### src/rtl/mem_stage_pkg.sv
// Shared types and defaults for the MEM pipeline stage and its data memory.
package mem_stage_pkg;

  typedef enum logic {
    IDLE = 1'b0,
    WAIT = 1'b1
  } state_t;

  localparam int DEFAULT_DEPTH       = 64;
  localparam int DEFAULT_BASE_ADDR   = 1024;
  localparam int DEFAULT_WAIT_CYCLES = 4;

  function automatic int addr_width(input int depth);
    return (depth > 1) ? $clog2(depth) : 1;
  endfunction

  // The counter is loaded with WAIT_CYCLES-1, so it needs clog2(WAIT_CYCLES) bits.
  function automatic int cnt_width(input int wait_cycles);
    return (wait_cycles > 1) ? $clog2(wait_cycles) : 1;
  endfunction

endpackage

### src/rtl/mem_stage_data_memory.sv
// Data memory for the MEM stage: DEPTH x n words, synchronous write, asynchronous read.
// Contents are never reset.
module data_memory
  import mem_stage_pkg::*;
#(
  parameter int  n     = 32,
  parameter int  DEPTH = DEFAULT_DEPTH,
  localparam int AW    = addr_width(DEPTH)
) (
  input  logic          clk,
  input  logic          we,
  input  logic [AW-1:0] addr,
  input  logic [n-1:0]  wdata,
  output logic [n-1:0]  rdata
);

  logic [n-1:0] mem [DEPTH];

  always_ff @(posedge clk) begin
    if (we) begin
      mem[addr] <= wdata;
    end
  end

  // Combinational read returns the pre-write contents at a same-edge write.
  assign rdata = mem[addr];

endmodule

### src/rtl/mem_stage.sv
// MEM pipeline stage with MEM/WB output register. Define MEM_STAGE_WAIT_EN to add
// the IDLE/WAIT stall FSM; otherwise every access completes at the next edge.
module mem_stage
  import mem_stage_pkg::*;
#(
  parameter int  n           = 32,
  parameter int  DEPTH       = DEFAULT_DEPTH,
  parameter int  BASE_ADDR   = DEFAULT_BASE_ADDR,
  parameter int  WAIT_CYCLES = DEFAULT_WAIT_CYCLES,
  localparam int AW          = addr_width(DEPTH),
  localparam int CW          = cnt_width(WAIT_CYCLES)
) (
  input  logic          clk,
  input  logic          rst,
  input  logic          WB_EN_in,
  input  logic          MEM_R_EN_in,
  input  logic          MEM_W_EN_in,
  input  logic [n-1:0]  ALU_Res_in,
  input  logic [n-1:0]  Val_Rm_in,
  input  logic [3:0]    Dest_in,
  output logic          WB_EN_out,
  output logic          MEM_R_EN_out,
  output logic [n-1:0]  ALU_Res_out,
  output logic [n-1:0]  Mem_data_out,
  output logic [3:0]    Dest_out,
  output logic          ready,
  output logic          dbg_state,
  output logic [CW-1:0] dbg_cnt
);

  logic [n-1:0]  offset;
  logic [AW-1:0] mem_addr;
  logic [n-1:0]  rd_data;
  logic          mem_we;

  // Out-of-range addresses wrap onto the array instead of faulting.
  assign offset   = ALU_Res_in - n'(BASE_ADDR);
  assign mem_addr = AW'((offset >> 2) % n'(DEPTH));

  data_memory #(
    .n     (n),
    .DEPTH (DEPTH)
  ) u_data_memory (
    .clk   (clk),
    .we    (mem_we),
    .addr  (mem_addr),
    .wdata (Val_Rm_in),
    .rdata (rd_data)
  );

`ifdef MEM_STAGE_WAIT_EN
  state_t        state;
  logic [CW-1:0] cnt;
  logic          mem_op;

  assign mem_op = MEM_R_EN_in | MEM_W_EN_in;

  // ready is the access strobe: the upstream pipeline only advances when it is high.
  assign ready  = (state == IDLE) ? !mem_op : (cnt == '0);
  assign mem_we = (state == WAIT) && (cnt == '0) && MEM_W_EN_in;

  always_ff @(posedge clk or posedge rst) begin
    if (rst) begin
      state <= IDLE;
      cnt   <= '0;
    end else begin
      case (state)
        IDLE: begin
          if (mem_op) begin
            state <= WAIT;
            cnt   <= CW'(WAIT_CYCLES - 1);
          end
        end
        WAIT: begin
          if (cnt == '0) begin
            state <= IDLE;
          end else begin
            cnt <= cnt - CW'(1);
          end
        end
        default: begin
          state <= IDLE;
          cnt   <= '0;
        end
      endcase
    end
  end

  assign dbg_state = state;
  assign dbg_cnt   = cnt;
`else
  assign ready     = 1'b1;
  assign mem_we    = MEM_W_EN_in;
  assign dbg_state = 1'b0;
  assign dbg_cnt   = '0;
`endif

  // MEM/WB register: real capture when ready, otherwise a bubble.
  always_ff @(posedge clk or posedge rst) begin
    if (rst) begin
      WB_EN_out    <= 1'b0;
      MEM_R_EN_out <= 1'b0;
      ALU_Res_out  <= '0;
      Mem_data_out <= '0;
      Dest_out     <= '0;
    end else if (ready) begin
      WB_EN_out    <= WB_EN_in;
      MEM_R_EN_out <= MEM_R_EN_in & ~MEM_W_EN_in;
      ALU_Res_out  <= ALU_Res_in;
      Mem_data_out <= rd_data;
      Dest_out     <= Dest_in;
    end else begin
      WB_EN_out    <= 1'b0;
      MEM_R_EN_out <= 1'b0;
      ALU_Res_out  <= '0;
      Mem_data_out <= '0;
      Dest_out     <= '0;
    end
  end

endmodule

### config.mk
export PLATFORM = sky130hd
export DESIGN_NAME = mem_stage
export DESIGN_NICKNAME = d
export VERILOG_FILES = /design/src/rtl/mem_stage_pkg.sv /design/src/rtl/mem_stage_data_memory.sv /design/src/rtl/mem_stage.sv
export SDC_FILE = /design/constraint.sdc
export NUM_CORES = 2
export LEC_CHECK = 0
export ABC_AREA = 1
export ABC_CLOCK_PERIOD_IN_PS = 3600
export CAP_MARGIN = 30
export CELL_PAD_IN_SITES_DETAIL_PLACEMENT = 2
export CELL_PAD_IN_SITES_GLOBAL_PLACEMENT = 2
export CORE_MARGIN = 2
export CORE_UTILIZATION = 45
export DETAILED_ROUTE_END_ITERATION = 7
export GPL_ROUTABILITY_DRIVEN = 1
export HOLD_SLACK_MARGIN = 0.03
export PLACE_DENSITY = 0.85
export SLEW_MARGIN = 25
export SYNTH_ARGS = -nofsm -noshare
export SYNTH_HDL_FRONTEND = slang
export SYNTH_SLANG_ARGS = --single-unit
### constraint.sdc
create_clock -name clk -period 3.6 [get_ports clk]
set_input_delay 0.72 -clock clk [delete_from_list [all_inputs] [get_ports clk]]
set_output_delay 0.72 -clock clk [all_outputs]
set_load 0.005 [all_outputs]
==> After elaboration in Yosys (flattened, before gate mapping) <==
Memory sizes are Yosys's and may differ from the RTL's. A register that Yosys moved wholly into a read port is not among the register bits.
Cells that the tools add are included.
{ "word_totals": {"mem_bits_rw": 2048, "output_inout_bits": 74, "ff_bits": 38, "memories": 1} }
{ "op_classes": {"add_sub_neg": 1, "n_bitwise": 2, "muxes": 2} }
{ "mem_list": {"columns": ["name", "depth", "width", "read_ports", "rd_ports_with_merged_regs", "write_ports", "line_no", "rtl"], "rows": [
  ["u_data_memory.mem", 64, 32, 1, 1, 1, "mem_stage_data_memory.sv:17", "logic [n-1:0] mem [DEPTH];"]
]} }
{ "ops": {"columns": ["op", "count"], "rows": [
  ["$sub A8 B1 Y8 const B", 1],
  ["$mux W1", 2],
  ["$and A1 B1 Y1", 1],
  ["$not A1 Y1", 1]
]} }

==> Longest topological paths before layout <==
{ "depth": {"word_depth": 2, "mapped_depth": 15, "mapped_depth_nobuf": 11} }

==> By module <==
From an unflattened synthesis, not the netlist that was laid out.
{ "hier_totals": {"hier_cells": 8487, "area_unflattened_um2": 87665.3} }
{ "by_module_without_submodules": {"columns": ["mod", "area_each_um2", "cells_each", "instances", "seq_area_each_um2"], "rows": [
  ["data_memory", 85862.3, 8408, 1, 61499.0],
  ["mem_stage", 1803.0, 79, 1, 1751.7]
]} }

==> Worst setup path after synthesis <==
OpenSTA, ideal clock, no wires.
{ "synth_timing": {"kind": "input to register", "start": "in ALU_Res_in[2]", "end": "mem u_data_memory.mem[41][0] (enable)", "required_ps": 3098, "arrival_ps": 4501, "cell_stages": 6, "path_slack_ps": -1402, "cell_sequence": "buf_4 > inv_2 > buf_6 > buf_4 > buf_2 > nor4_1"} }
{ "synth_between": {"elab_chain_len": 1} }
{ "synth_lines": {"columns": ["item", "line_no", "rtl"], "rows": [
  ["start: declaration", "mem_stage.sv:18", "input logic [n-1:0] ALU_Res_in,"],
  ["$sub A8 B1 Y8", "mem_stage.sv:37", "assign offset = ALU_Res_in - n'(BASE_ADDR);"],
  ["end: declaration", "mem_stage_data_memory.sv:17", null]
]} }
No other way between the ends.

==> Worst setup path after layout <==
{ "layout_timing": {"start": "reg Mem_data_out[5] (read register of u_data_memory.mem)", "end": "out Mem_data_out[5]"} }
{ "layout_rtl": {"columns": ["item", "line_no", "rtl"], "rows": [
  ["start: declaration", "mem_stage.sv:24", "output logic [n-1:0] Mem_data_out,"]
]} }
No word-level cell between the ends.

==> metrics.txt <==
outcome=finished, final reports clean; Syn-to-layout area delta=16.37%; Int Power=41,050 uW; Iteration-0 DRC Markers=11,541; first drt pass iteration count=6; setup bufs post-CTS=0; ys flop type=edfxtp_1; cts bufs inserted=223; Avg Cell Area, Syn=10.34 um^2; vias in the first global route=79,685; final wirelength=472.0 mm; Post-synth ARST share=3.305%; Worst EP required=2880 ps; setup violators final=0; drt drc=0; fin util=52.53%; core footprint=0.1944 mm^2; register area share after synthesis=72.09%; Crit Path Class=reg2out; placed insts=11,092; clock latency at the later pin of the worst-skew pair=970 ps; crit path capture type=primary output; worst hold margin=69.96 ps; antenna violations before repair=44; die area=0.1985 mm^2; LEAKAGE=0.04264 uW; Layout Nets=8,860; Max-slew headroom=22.71%; Multi-input gate area=0.02285 mm^2; worst path bufs/invs=1; CP top delay family=flip-flops; Seq cells post-synth=2,118; Syn. warnings=0; CTS Buffer Depth=3; hpwl dp=226.3 mm; max-slew violations=0; Placer Congestion=0.8948; Setup Skew=50.26 ps; Unique masters post-synth=22; Switch Pwr=16,070 uW; Flop pwr share=48.1%; post-layout power=57,110 uW; Register-to-Register Path Depth=10; Clock power frac=43.5%; Hold Buf Count CTS=0; Starting Density=45.14%; Row Count=162; Slowest-stage cell, CP=dfrtp_1; period utilization=90.27%; clk slew on worst S/H paths=70 ps; f_max=307.7 MHz; GRT Total Usage=43.62%; Final Hold Viols=0; Crit path depth=1; clock tree sinks=2,118; Peak VDD IR=0.6286 mV; Cell Chain, Critical Path=clkdlybuf4s50_1; crit start category=register; share of cells above drive strength 1=8.877%; Worst Hold Class=in2reg; via count=75,915; CP max FO=1; Final ANT Viol Nets=0; Finished Layout Cells=11,543; Fillers=19,242; register area=0.06325 mm^2; die height=445.6 um; P per Cell Area=559.4 mW/mm^2; largest net degree at the start of global routing=101; cts repair resizes=0; Root Buffer=clkbuf_16; Vias/cell=6.577; Routed WL per cell=40.89 um; sw frac=28.13%; Max stage delay on crit path=910 ps; CTS tree=done; combinational power share=8.3%; Worst-Margin Slew=1159 ps; Overflow after GRT=0; Mapped Area=0.08774 mm^2; max cap viols=0; Cells after Synth=8,487; Ports=147; first-pass GRT wire length=613.4 mm; Final Critical Period=3250 ps; number of synthesized flops with an enable pin=2,048; Die W=445.6 um; H-tree depth=4; RSZ-0062 raised after global routing=no; hold path depth=1; Port Buffers=142; Crit path arrival time=2530 ps
## layer usage
layer | wire length, um | vias to the layer above | track usage [%] | share of wire, %
met4 | 45540 | 44 | 31.67 | 9.6
met5 | 288 | - | 0 | 0.061
met2 | 215800 | 6835 | 70.45 | 46
met3 | 52070 | 2444 | 9.700 | 11
li1 | - | 28033 | - | -
met1 | 158300 | 38559 | 51.52 | 34
## synthesized netlist by cell type, types with 4 or more instances
library cell	n	share of area, %
buf_4	52	0.44
nand2_1	5728	25
o211ai_1	5	0.043
nor3_2	7	0.080
buf_6	4	0.051
buf_2	197	1.1
inv_2	14	0.060
dfrtp_1	70	2.0
nor2_1	138	0.59
or2_2	5	0.036
buf_1	46	0.20
nand3_1	13	0.074
inv_1	18	0.077
clkbuf_1	127	0.54
o21ai_0	5	0.029
edfxtp_1	2048	70
## through the flow
stage / TNS (ps) / area (um^2) / setup slack [ps]
final: 0 / 102100 / 350.2
after global routing: 0 / 102100 / 316.3
after CTS: 0 / 101700 / 594.6
after detailed placement: 0 / 94700 / 221.9
after global placement: 0 / 94700 / 279.7
after floorplan: -6407 / 87760 / -100.1
## path summary, 6_finish.rpt
kind / to / slack, ps / from
worst min-delay path: u_data_memory.mem[40][24]$_DFFE_PP_ / 70 / Val_Rm_in[24]
min in group asynchronous: Mem_data_out[26]$_DFF_PP0_ / 330 / rst
worst max-delay path: Mem_data_out[5] / 350 / Mem_data_out[5]$_DFF_PP0_
worst min register to register: Mem_data_out[6]$_DFF_PP0_ / 1000 / u_data_memory.mem[27][6]$_DFFE_PP_
max in group asynchronous: Dest_out[2]$_DFF_PP0_ / 2440 / rst
worst max register to register: Mem_data_out[12]$_DFF_PP0_ / 1140 / u_data_memory.mem[46][12]$_DFFE_PP_
## layout make-up
type | count | area share [%]
Sequential cell | 2118 | 61.95
Multi-Input combinational cell | 5913 | 22.38
Clock buffer | 286 | 5.849
Timing Repair Buffer | 499 | 5.463
Tap cell | 2542 | 3.115
Clock inverter | 130 | 1.044
Inverter | 32 | 0.1421
Antenna cell | 23 | 0.05637
## power by group through the flow
stage	Combinational, uW	Sequential [uW]	Clock [uW]
final	4760	27500	24900
after CTS	4350	27500	24200
after global routing	4800	27500	25400
after global placement	3690	28000	0
after detailed placement	4000	28000	0
after floorplan	1740	27800	0
## kinds of logic (layout without fill, tap and decap cells)
family | Yosys count | count (layout) | share of synthesized area [%]
simple gates | 5897 | 5897 | 25.33
buf+inv | 458 | 947 | 2.497
other cells | 2 | 27 | 0.008559
compound gates | 12 | 12 | 0.08271
flops | 2118 | 2118 | 72.09
## cells in the final DEF, fill, tap and decap left out, types with 6 or more instances in the layout
cell,instances
nand2_1,5728
clkbuf_1,52
buf_4,252
bufinv_16,15
nand3_1,13
edfxtp_1,2048
clkdlybuf4s50_1,107
clkbuf_16,227
nor2_1,76
diode_2,23
dfrtp_1,70
buf_12,114
buf_6,6
inv_2,11
nor3_4,7
buf_16,6
clkinv_2,49
nor2_4,62
clkbuf_8,7
buf_2,11
clkinv_1,51
inv_1,17
## flip-flops by register name (all words and copies together) (netlist names)
signal	cells
ALU_Res_out	32
Dest_out	4
MEM_R_EN_out	1
Mem_data_out	32
WB_EN_out	1
u_data_memory.mem	2048
(Power assumes the default switching activity.)
==> RTL change (same flow settings) <==
Build with the macro `MEM_STAGE_WAIT_EN` defined.
--- a/src/rtl/mem_stage.sv
+++ b/src/rtl/mem_stage.sv
@@ -2,2 +2,4 @@
 // the IDLE/WAIT stall FSM; otherwise every access completes at the next edge.
+`define MEM_STAGE_WAIT_EN
+
 module mem_stage
Check against the original RTL: not settled (the Yosys comparison gave no result); the edit may change what the design does.
==> RTL change against the original RTL <==
The flow now finishes with violations (negative setup slack); die area up 1.7%; sequential cell count rose by 3; register-to-register slack worse by 0.47 ns; cell area up 2.3%; clock skew up 0.013 ns; via count decreased by 1.4%; global-route usage down 1.0 points; worst setup slack got worse by 0.35 ns; area after synthesis grew 1.7%; combinational power fell by 1%; total power rose by 1.3%; synthesized cell count decreased by 2.1%; routed wire length is 0.79% higher.
==> RTL change: results (changes against the original RTL) <==
outcome: "finished with violations"  # was finished clean
violations: "negative setup slack"
antenna_found_initial: 30  # was 44
vdd_drop_max_mv: 0.557  # was 0.629 mV
wl_per_cell_um: 41.3  # was 40.9 um
syn_inst: 8309  # was 8,487
place_congestion: 0.807  # was 0.895
worstPathMaxFanout: 20  # was 1
slowest_stage: "clkdlybuf4s50_1"  # was dfrtp_1
track_usage_pct: 42.6  # was 43.6%
drt_iter0_markers: 11100  # was 11,500
dp.cells: 11100  # about the same
drive_above_1_share_pct: 11.2  # was 8.88%
synthTopCellsByArea: "edfxtp_1 69%, nand2_1 9.6%, inv_1 6.9%"  # was edfxtp_1 70%, nand2_1 25%, dfrtp_1 2.0%
tns_ns: -0.00278  # was 0 ns
fin_ws_ns: -0.00278  # was 0.350 ns
nets: 8748  # was 8,860
slew_headroom_pct: 27.2  # was 22.7%
synth_cell_type_count: 23  # was 22
placedInstanceArea_um2: 97100  # was 94,700 um2
drt_pass1_iterations: 7  # was 6
dp_slack_ns: -0.352  # was 0.222 ns
switching_share_pct: 28.0  # was 28.1%
instances_no_fill: 11500  # about the same
postSynth.asyncResetShare_pct: 3.44  # was 3.31%
grt_start_max_net_pins: 96  # was 101
crit_arrival_ns: 4.37  # was 2.53 ns
skew_ns: 0.0635  # was 0.0503 ns
hpwlAfterDp_um: 229000  # was 226,000 um
cts_buffers: 227  # was 223
setup_viol: 1  # was 0
pg_clk_w: 0.0256  # was 0.0249 W
fillers: 19200  # about the same
synth-seq-area-share_pct: 70.9  # was 72.1%
viasPerCell: 6.50  # was 6.58
fin_util_pct: 53.0  # was 52.5%
grt_pass1_wl_um: 615000  # was 613,000 um
h-tree-depth: 4  # unchanged
RTL change: cell types whose count changed in the layout (fill, tap and decap cells not counted), sizes merged, moves of 9 or more:
cell,before,now
nand3,13,868
diode,23,14
clkinv,104,88
inv,39,1650
o211ai,5,59
or2,6,222
a21oi,0,32
nor2,138,381
o21ai,7,326
nand2,5728,2274
clkbuf,286,309
RTL change: final timing paths:
path,cells past startpoint,start,slack [ns],to
max,11,ALU_Res_in[3],-0.003,Mem_data_out[17]
max in group asynchronous,3,rst,2.46,ALU_Res_out[6]
min in group asynchronous,2,rst,0.25,Dest_out[1]
min,1,Val_Rm_in[11],0.21,u_data_memory.mem[3][11]
min reg2reg,1,dbg_state,0.59,dbg_cnt[1]
max reg2reg,8,dbg_cnt[0],0.67,ALU_Res_out[11]
RTL change: cell type report:
class                      count  area share (%)
antenna                       14          0.0335
clock buffer                 309            5.96
clock inverter               109            1.02
inverter                    1644            5.92
multi-input combinational   4173            17.8
sequential                  2121            60.6
tap                         2640            3.16
timing repair buffer         507            5.54
RTL change: cells by family (layout without fill, tap and decap cells):
kind of cell	after synthesis	in the layout	share of synthesized area, %
compound gates	419	419	2.52
fa+ha+maj	1	1	0.0140
buf+inv	2015	2569	8.90
flops	2121	2121	70.9
other cells	0	14	0
simple gates	3753	3753	17.6
RTL change: worst max-delay path: cells and delay by family:
kind,cells,cell delay [ns]
AOI/OAI and AO/OA,3,0.73
buffers and inverters,3,1.20
and+or+nand+nor,5,1.65
RTL change: metal layers:
layer	share of wire [%]	track usage [%]
met1	34	50.5
met2	47	70.8
met3	10	8.84
met4	9.4	27.3
met5	0.052	0
